[config.mk]
export PLATFORM = sky130hd
export DESIGN_NAME = alsu_cmd_issuer_flat
export DESIGN_NICKNAME = d
export VERILOG_FILES = /design/src/rtl/alsu_cmd_issuer_if.sv /design/src/rtl/alsu_cmd_issuer.sv /design/src/flat_wrapper.sv
export SDC_FILE = /design/constraint.sdc
export NUM_CORES = 1
export LEC_CHECK = 0
export BUFFER_PORTS_ARGS = -buffer_cell sky130_fd_sc_hd__buf_2
export CORE_MARGIN = 3
export CORE_UTILIZATION = 35
export DETAILED_ROUTE_END_ITERATION = 8
export GPL_ROUTABILITY_DRIVEN = 0
export SLEW_MARGIN = 20
export SYNTH_ARGS = -nofsm -noshare
export SYNTH_HDL_FRONTEND = slang
export SYNTH_SLANG_ARGS = --single-unit
[constraint.sdc]
create_clock -name clk -period 3.1 [get_ports clk]
set_input_delay 0.155 -clock clk [delete_from_list [all_inputs] [get_ports clk]]
set_output_delay 0.155 -clock clk [all_outputs]
set_load 0.005 [all_outputs]
[src/rtl/alsu_cmd_issuer_if.sv]
// Command/response interface between a host sequencer and alsu_cmd_issuer.
// The master (host) offers packed commands and accepts responses.
// The slave (issuer) accepts commands and returns captured ALSU results.
interface alsu_cmd_issuer_if;
    logic        cmd_valid;
    logic        cmd_ready;
    logic [15:0] cmd_data;
    logic        rsp_valid;
    logic        rsp_ready;
    logic [5:0]  rsp_data;
    logic        rsp_err;

    modport master (
        output cmd_valid,
        output cmd_data,
        input  cmd_ready,
        input  rsp_valid,
        input  rsp_data,
        input  rsp_err,
        output rsp_ready
    );

    modport slave (
        input  cmd_valid,
        input  cmd_data,
        output cmd_ready,
        output rsp_valid,
        output rsp_data,
        output rsp_err,
        input  rsp_ready
    );
endinterface

[src/rtl/alsu_cmd_issuer.sv]
// alsu_cmd_issuer: drives one packed command at a time onto the ALSU pins,
// waits out the ALSU register latency, captures alsu_out and returns it on
// the response port. One command in flight; no overlap.
// cmd_data = {opcode[15:13], A[12:10], B[9:7], cin, si, red_op_A, red_op_B,
//             bypass_A, bypass_b, direction}
// Optional feature macro: ISSUER_ERRCHK_EN enables the illegal-command
// checker that drives rsp_err; without it rsp_err is tied to 0.
module alsu_cmd_issuer #(
    parameter int ALSU_LATENCY = 2,
    parameter int CNT_W        = 8
) (
    input  logic             clk,
    input  logic             rst,
    alsu_cmd_issuer_if.slave cmd_if,
    output logic [2:0]       alsu_opcode,
    output logic [2:0]       alsu_A,
    output logic [2:0]       alsu_B,
    output logic [6:0]       alsu_ctrl,
    input  logic [5:0]       alsu_out,
    output logic [CNT_W-1:0] issued_cnt
);

    localparam int LAT_W = (ALSU_LATENCY < 1) ? 1 : $clog2(ALSU_LATENCY + 1);

    typedef enum logic [1:0] {
        IDLE = 2'd0,
        WAIT = 2'd1,
        RESP = 2'd2
    } state_t;

    state_t           state_q, state_d;
    logic [LAT_W-1:0] lat_cnt;
    logic             accept;
    logic             capture;
    logic             complete;
    logic             err_d;

    // Next-state and handshake decode; cmd_ready/rsp_valid are pure state decodes
    // so they can never be high together.
    always_comb begin
        // NOTE: every signal gets a default first so no path leaves it unassigned
        // (which would infer a latch).
        state_d          = state_q;
        accept           = 1'b0;
        capture          = 1'b0;
        complete         = 1'b0;
        cmd_if.cmd_ready = 1'b0;
        cmd_if.rsp_valid = 1'b0;
        case (state_q)
            IDLE: begin
                cmd_if.cmd_ready = 1'b1;
                if (cmd_if.cmd_valid) begin
                    accept  = 1'b1;
                    state_d = WAIT;
                end
            end
            WAIT: begin
                if (lat_cnt == '0) begin
                    capture = 1'b1;
                    state_d = RESP;
                end
            end
            RESP: begin
                cmd_if.rsp_valid = 1'b1;
                if (cmd_if.rsp_ready) begin
                    complete = 1'b1;
                    state_d  = IDLE;
                end
            end
            default: state_d = IDLE;
        endcase
    end

    // Illegal-command decision, taken from the held drive registers at capture.
`ifdef ISSUER_ERRCHK_EN
    always_comb begin
        err_d = 1'b0;
        if (!(alsu_ctrl[2] || alsu_ctrl[1])) begin
            if (alsu_opcode >= 3'd6)
                err_d = 1'b1;
            else if ((alsu_opcode >= 3'd2) && (alsu_ctrl[4] || alsu_ctrl[3]))
                err_d = 1'b1;
        end
    end
`else
    assign err_d = 1'b0;
`endif

    // FSM state register.
    always_ff @(posedge clk) begin
        // NOTE: sequential state uses non-blocking assignments so every register
        // samples pre-edge values regardless of statement order.
        if (rst) state_q <= IDLE;
        else     state_q <= state_d;
    end

    // Latency countdown: loaded on accept, counts down while waiting.
    always_ff @(posedge clk) begin
        if (rst)
            lat_cnt <= '0;
        else if (accept)
            lat_cnt <= LAT_W'(ALSU_LATENCY);
        else if (state_q == WAIT && lat_cnt != '0)
            lat_cnt <= lat_cnt - LAT_W'(1);
    end

    // ALSU drive registers: hold the last accepted command until the next accept.
    always_ff @(posedge clk) begin
        if (rst) begin
            alsu_opcode <= '0;
            alsu_A      <= '0;
            alsu_B      <= '0;
            alsu_ctrl   <= '0;
        end else if (accept) begin
            alsu_opcode <= cmd_if.cmd_data[15:13];
            alsu_A      <= cmd_if.cmd_data[12:10];
            alsu_B      <= cmd_if.cmd_data[9:7];
            alsu_ctrl   <= cmd_if.cmd_data[6:0];
        end
    end

    // Response capture: result and error flag frozen at the capture edge.
    always_ff @(posedge clk) begin
        if (rst) begin
            cmd_if.rsp_data <= '0;
            cmd_if.rsp_err  <= 1'b0;
        end else if (capture) begin
            cmd_if.rsp_data <= alsu_out;
            cmd_if.rsp_err  <= err_d;
        end
    end

    // Completed-command counter; wraps silently.
    always_ff @(posedge clk) begin
        if (rst)
            issued_cnt <= '0;
        else if (complete)
            issued_cnt <= issued_cnt + CNT_W'(1);
    end

endmodule

[src/flat_wrapper.sv]
// flat-port wrapper written by rule: the top's interface ports become plain ports
module alsu_cmd_issuer_flat 
#(
    parameter int ALSU_LATENCY = 2,
    parameter int CNT_W        = 8
)
  (clk, rst, alsu_opcode, alsu_A, alsu_B, alsu_ctrl, alsu_out, issued_cnt, cmd_if_cmd_valid, cmd_if_cmd_data, cmd_if_cmd_ready, cmd_if_rsp_valid, cmd_if_rsp_data, cmd_if_rsp_err, cmd_if_rsp_ready);
  alsu_cmd_issuer_if cmd_if_i ();
  input  logic clk;
  input  logic rst;
  output logic [2:0] alsu_opcode;
  output logic [2:0] alsu_A;
  output logic [2:0] alsu_B;
  output logic [6:0] alsu_ctrl;
  input  logic [5:0] alsu_out;
  output logic [CNT_W-1:0] issued_cnt;
  input wire logic [$bits(cmd_if_i.cmd_valid)-1:0] cmd_if_cmd_valid;
  input wire logic [$bits(cmd_if_i.cmd_data)-1:0] cmd_if_cmd_data;
  output wire logic [$bits(cmd_if_i.cmd_ready)-1:0] cmd_if_cmd_ready;
  output wire logic [$bits(cmd_if_i.rsp_valid)-1:0] cmd_if_rsp_valid;
  output wire logic [$bits(cmd_if_i.rsp_data)-1:0] cmd_if_rsp_data;
  output wire logic [$bits(cmd_if_i.rsp_err)-1:0] cmd_if_rsp_err;
  input wire logic [$bits(cmd_if_i.rsp_ready)-1:0] cmd_if_rsp_ready;
  assign cmd_if_i.cmd_valid = cmd_if_cmd_valid;
  assign cmd_if_i.cmd_data = cmd_if_cmd_data;
  assign cmd_if_cmd_ready = cmd_if_i.cmd_ready;
  assign cmd_if_rsp_valid = cmd_if_i.rsp_valid;
  assign cmd_if_rsp_data = cmd_if_i.rsp_data;
  assign cmd_if_rsp_err = cmd_if_i.rsp_err;
  assign cmd_if_i.rsp_ready = cmd_if_rsp_ready;
  alsu_cmd_issuer #(.ALSU_LATENCY(ALSU_LATENCY), .CNT_W(CNT_W)) u_core (.clk(clk), .rst(rst), .cmd_if(cmd_if_i), .alsu_opcode(alsu_opcode), .alsu_A(alsu_A), .alsu_B(alsu_B), .alsu_ctrl(alsu_ctrl), .alsu_out(alsu_out), .issued_cnt(issued_cnt));
endmodule
==> impl_results.md, run 1 <==
- Leakage: 0.816 nW
- Syn-to-layout area delta: 27.2%
- Power share of the combinational group: 14.8%
- Synth Cell Area: 1350 µm²
- Core area: 3520 µm²
- Status: finished, final reports clean
- Worst Reg-to-Reg Cells: 3
- Met2 WL post-DR: 1510 µm
- Sequential area share after synthesis: 50.5%
- Vias in the first global route: 1120
- Switching share of power: 25.7%
- CTS Buf Count: 5
- Clk pin slew, worst setup/hold paths: 70 ps
- Row count: 21
- Fin Setup TNS: 0 ps
- Post-Synth Adder-Cell Area: 1.86%
- Register Area: 681 µm²
- CTS resizes: 0
- Hold Path Origin: cmd_if_cmd_data[4]
- Die area: 4630 µm²
- Largest family of logic cells by synthesized area: simple AND/OR/NAND/NOR gates
- Final Util: 48.7%
- Crit-path cells: nor3b_2, nand2_1, a21oi_1
- Worst path slowest cell: nor3b_2
- Worst-Skew Late Latency: 280 ps
- Max Cap Viol: 0
- H-tree Lvls: 2
- Max-slew violations: 0
- First-pass DRT Iterations: 4
- Max-Slew Margin vs Limit: 43.5%
- CTS root buf: clkbuf_8
- Total gr overflow: 0
- RSZ-0062 raised after global routing: false
- Power Total: 0.000915 W
- Hold endpoint: u_core.alsu_ctrl[4]
- Reg power frac: 53.0%
- Worst Clk Skew: 4.49 ps
- Cts-stage hold buffer count: 0
- Final period utilization: 48.7%
- R2R Path Start: u_core.state_q[1]
- Commonest non-fill, non-tap cell in the layout: buf_2
- Design Area, Final: 1710 µm²
- DR iter-0 viols: 33
- Final hold viol count: 0
- R2r setup slk: 1590 ps
- CTS Buffer Depth: 2
- Mapped Nets: 185
- Crit path max-delay family: simple AND/OR/NAND/NOR gates
- Register bit total from synthesis: 34
- Commonest non-fill, non-tap cells in the layout: buf_2 (57), nand2_1 (36), dfxtp_1 (34)
- Area of the multi-input gates: 601 µm²
- Via count: 1216
- Die Y: 68.1 µm
- Drt total wl: 2960 µm
- R2r endpoint: u_core.alsu_ctrl[0]
- DR top layer: met4
- Ant diodes: 0
- Buf+Inv Stages, Crit Path: 0
- Synth Area in Simple Gates: 22.7%
- Int Pwr: 0.000680 W
- Initial antenna violation count: 0
- Endpoints failing setup: 0
- Synth Area in Compound Gates: 14.0%
- Hold Path Class: input pin to flip-flop
- GR Util All Layers: 13.6%
- Post-CTS setup buffers: 0
- EDFF count, synth: 0
- Synth Area in XOR/XNOR: 1.30%
- Max incr delay on CP: 750 ps
- Via/cell ratio: 4.75
- Pwr dens: 534 nW/µm²
- Fraction of layout cells with a size suffix above 1: 31.4%
- Fill count: 376
- Syn avg cell area: 8.58 µm²
- Die width: 68.1 µm
- Clock Power Share: 32.2%
- Cells after Synth: 157
- FMAX: 0.663 GHz
- Crit path max fanout: 16
- Crit path required time: 3300 ps
- NetSw: 0.000235 W
- Hold path depth: 3
- Post-layout min period: 1510 ps
- Peak VDD IR: 0.309 mV
- Initial Utilization: 38.3%
- Startpoint Class: flip-flop
- Clock Sinks: 34
- Most used DFF post-synth: dfxtp_1
- WL/cell: 11.5 µm
- Synth warn: 0
- M1 WL: 1270 µm
- Post-DP HPWL: 2240 µm
- Global-route wire length before repair: 4750 µm
- Cell Area, Placed: 1640 µm²
- Arr. time, crit path: 1710 ps
- Cell variety after synth: 32
- Least-Margin Pin Slew: 844 ps
- CTS tree: done
- Largest net degree at the start of global routing: 35
- DRC: 0
- CP endpoint kind: flip-flop
- Async SR Flop Fraction: 0%
- IO Pins: 59
- Fin nets: 238
- Routed Antenna Nets: 0
- Multiplexer share of the synthesized area: 4.46%
- Setup CP Type: flip-flop to flip-flop
- WL met3: 149 µm
- Port Buffer Count: 57
[power by group through the flow]
stage,clock [W],combinational [W],sequential (W)
floorplan,0,0.0000924,0.000490
global placement,0,0.000135,0.000493
detailed placement,0,0.000138,0.000496
CTS,0.000311,0.000139,0.000486
global route,0.000327,0.000155,0.000490
finish,0.000295,0.000135,0.000485
[sequential cells by signal, indices dropped and copies added (netlist names)]
name,cells
u_core.issued_cnt,8
u_core.alsu_ctrl,7
u_core.cmd_if.rsp_data,6
u_core.alsu_A,3
u_core.alsu_B,3
u_core.alsu_opcode,3
u_core.lat_cnt,2
u_core.state_q,2
[metrics by stage]
step                      instances  hold WS (ps)  setup slack, ps
after detailed placement        249           399             1550
after global routing            256           108             1350
after global placement          249           386             1580
final                           256           108             1590
after CTS                       256          99.2             1550
after floorplan                 157           291             1840
[tightest hold or removal path, cell delays in order]
cell,delay (ps)
buf_2,90
nand2_1,40
a21oi_1,50
[logic make-up after synthesis]
| kind of cell | after synthesis |
|---|---|
| simple gates | 64 |
| flops | 34 |
| compound gates | 34 |
| fa+ha+maj | 2 |
| buf+inv | 14 |
| other cells | 1 |
| mux | 6 |
| xor+xnor | 2 |
[synthesized netlist by cell type (2+ instances only)]
master	n	share of area, %
a21oi_1	23	8.5
buf_2	2	0.74
buf_4	3	1.7
clkbuf_1	6	1.7
dfxtp_1	34	51
ha_1	2	1.9
inv_1	3	0.84
mux2i_1	6	4.5
nand2_1	36	10
nand3_1	2	0.74
nand4b_1	2	1.3
nor2_1	10	2.8
o21ai_0	4	1.5
o31ai_1	2	1.1
or3_1	3	1.4
or4_1	2	1.1
xor2_1	2	1.3
[final cells by class]
cell class	instances	share of cell area, %
clock buffer	5	4.01
clock inverter	2	0.584
inverter	3	0.657
multi-input combinational	109	35.0
sequential	34	39.7
tap	46	3.36
timing repair buffer	57	16.6
[how the worst max path moves through the flow]
stage          cells after the start  slack, ps         startpoint                   to
2_1_floorplan                      5       1840  u_core.state_q[1]     u_core.alsu_B[2]
3_3_place_gp                       3       1580  u_core.state_q[1]     u_core.alsu_B[1]
3_5_place_dp                       3       1550  u_core.state_q[1]  u_core.alsu_ctrl[0]
4_1_cts                            3       1550  u_core.state_q[1]  u_core.alsu_ctrl[0]
5_1_grt                            3       1350  u_core.state_q[1]  u_core.alsu_ctrl[0]
6_report                           3       1590  u_core.state_q[1]  u_core.alsu_ctrl[0]
[layer usage]
layer | global-route usage, % | up-vias
li1 | - | 633
met1 | 15.0 | 551
met2 | 23.8 | 28
met3 | 5.25 | 4
met4 | 4.47 | 0
met5 | 0 | -
Power figures use the tool's default switching activity.
==> inputs of run 2 (changes only) <==
clock period = 1.45 ns   (was 3.1 ns; I/O delays follow)
==> run 2 against run 1 <==
Sequential share of layout area shrank 0.85 points; critical path depth did not move; total power up 120%; wire length rose by 2.4%; non-clock buffer count grew 5.
==> impl_results.md, run 2 (same netlist as run 1, synthesis figures left out) <==
- RSZ-0062 raised after global routing: false
- Leakage: 0.835 nW
- Max-slew violations: 0
- Crit path max fanout: 6
- Reg power frac: 52.3%
- Fraction of layout cells with a size suffix above 1: 32.6%
- Commonest non-fill, non-tap cells in the layout: buf_2 (57), nand2_1 (36), dfxtp_1 (34)
- Crit path launch: u_core.state_q[0]
- R2r endpoint: u_core.issued_cnt[6]
- CTS root buf: clkbuf_8
- Placed Instances: 254
- R2R Path Start: u_core.state_q[0]
- Crit-path cells: nand3b_2, or4_1, a21oi_1
- Finished Layout Cells: 261
- Arr. time, crit path: 1540 ps
- Vias in the first global route: 1143
- Die area: 4630 µm²
- Hold path depth: 3
- Largest net degree at the start of global routing: 35
- Largest register FFs: 8
- Max Cap Viol: 0
- Biggest regs: u_core.issued_cnt (8), u_core.alsu_ctrl (7), u_core.cmd_if.rsp_data (6)
- R2r setup slk: 110 ps
- Top reg by flops: u_core.issued_cnt
- Ant diodes: 0
- Max-Slew Margin vs Limit: 60.7%
- Syn-to-layout area delta: 30.0%
- Cts-stage hold buffer count: 0
- Int Pwr: 0.00148 W
- CP endpoint kind: flip-flop
- Worst Clk Skew: 4.46 ps
- Status: finished, final reports clean
- Port Buffer Count: 57
- GR Util All Layers: 13.9%
- WL/cell: 11.6 µm
- IO Pins: 59
- Clk pin slew, worst setup/hold paths: 60 ps
- CTS Buffer Depth: 2
- Fill count: 355
- Post-DP HPWL: 2320 µm
- Hold endpoint: u_core.alsu_ctrl[2]
- Row count: 21
- Setup CP Type: flip-flop to flip-flop
- DR iter-0 viols: 23
- Via/cell ratio: 4.76
- Power share of the combinational group: 16.1%
- H-tree Lvls: 2
- Final period utilization: 92.5%
- Post-layout min period: 1340 ps
- Drt total wl: 3030 µm
- Max incr delay on CP: 490 ps
- Commonest non-fill, non-tap cell in the layout: buf_2
- Via count: 1243
- Switching share of power: 24.9%
- FMAX: 0.745 GHz
- NetSw: 0.000490 W
- Startpoint Class: flip-flop
- CTS tree: done
- Endpoints failing setup: 0
- Routed Antenna Nets: 0
- CTS Buf Count: 5
- Least-Margin Pin Slew: 589 ps
- DRC: 0
- Initial antenna violation count: 0
- Worst Reg-to-Reg Cells: 3
- Total gr overflow: 0
- Fin Setup TNS: 0 ps
- Initial Utilization: 38.3%
- Core area: 3520 µm²
- Die width: 68.1 µm
- Final hold viol count: 0
- Worst-Skew Late Latency: 270 ps
- Hold Path Class: input pin to flip-flop
- Clock Power Share: 31.5%
- Fin nets: 243
- First-pass DRT Iterations: 4
- Pwr dens: 1120 nW/µm²
- Global-route wire length before repair: 4840 µm
- Crit path required time: 1650 ps
- Peak VDD IR: 0.574 mV
- Hold Path Origin: cmd_if_cmd_data[2]
- Clock Sinks: 34
- Worst path slowest cell: or4_1
- Die Y: 68.1 µm
==> run 2: metrics by stage <==
step                utilization [%]  worst slack [ps]  area, µm²  hold WS, ps  power (W)
detailed placement             47.5              90.0       1670          318    0.00137
floorplan                         -               191       1350          208    0.00125
global route                   49.8              1.40       1750         33.9    0.00209
finish                         49.8               108       1750         32.0    0.00197
global placement               47.5               138       1670          304    0.00136
CTS                            49.7              76.3       1750         27.4    0.00200
==> run 2: what timing repair did <==
item                       CTS  global route
setup endpoints to repair    0             3
resized for setup            0             1
buffers inserted             0             0
==> run 2: power by group through the flow <==
stage / clock network, W / registers, W / logic [W]
after floorplan: 0 / 0.00105 / 0.000198
after global placement: 0 / 0.00105 / 0.000314
after detailed placement: 0 / 0.00105 / 0.000322
after CTS: 0.000644 / 0.00103 / 0.000323
after global routing: 0.000693 / 0.00104 / 0.000363
final: 0.000621 / 0.00103 / 0.000318
==> run 2: critical path, delay by kind of cell (launching register included) <==
kind	cells	cell delay, ps
AOI/OAI and AO/OA	1	150
and+or+nand+nor	2	780
DFF	1	350
==> run 2: worst max-delay path by stage <==
stage                                endpoint  slack, ps  cells after the start
floorplan                    u_core.alsu_B[2]        190                      5
global placement          u_core.alsu_ctrl[0]        140                      3
detailed placement  u_core.cmd_if.rsp_data[0]         90                      6
CTS                 u_core.cmd_if.rsp_data[0]         80                      6
global route              u_core.alsu_ctrl[4]          1                      3
finish                   u_core.issued_cnt[6]        110                      3
==> run 2: layout make-up <==
class,instances,area (µm²),share of cell area (%)
clock buffer,7,76.3,4.36
inverter,3,11.3,0.643
multi-input combinational,109,603,34.4
sequential,34,681,38.9
tap,46,57.6,3.29
timing repair buffer,62,323,18.4
==> run 2: routing by layer <==
layer | track usage, % | wire length (µm)
met1 | 14.8 | 1200
met2 | 24.9 | 1600
met4 | 6.70 | 51
met3 | 4.11 | 170
met5 | 0 | 0
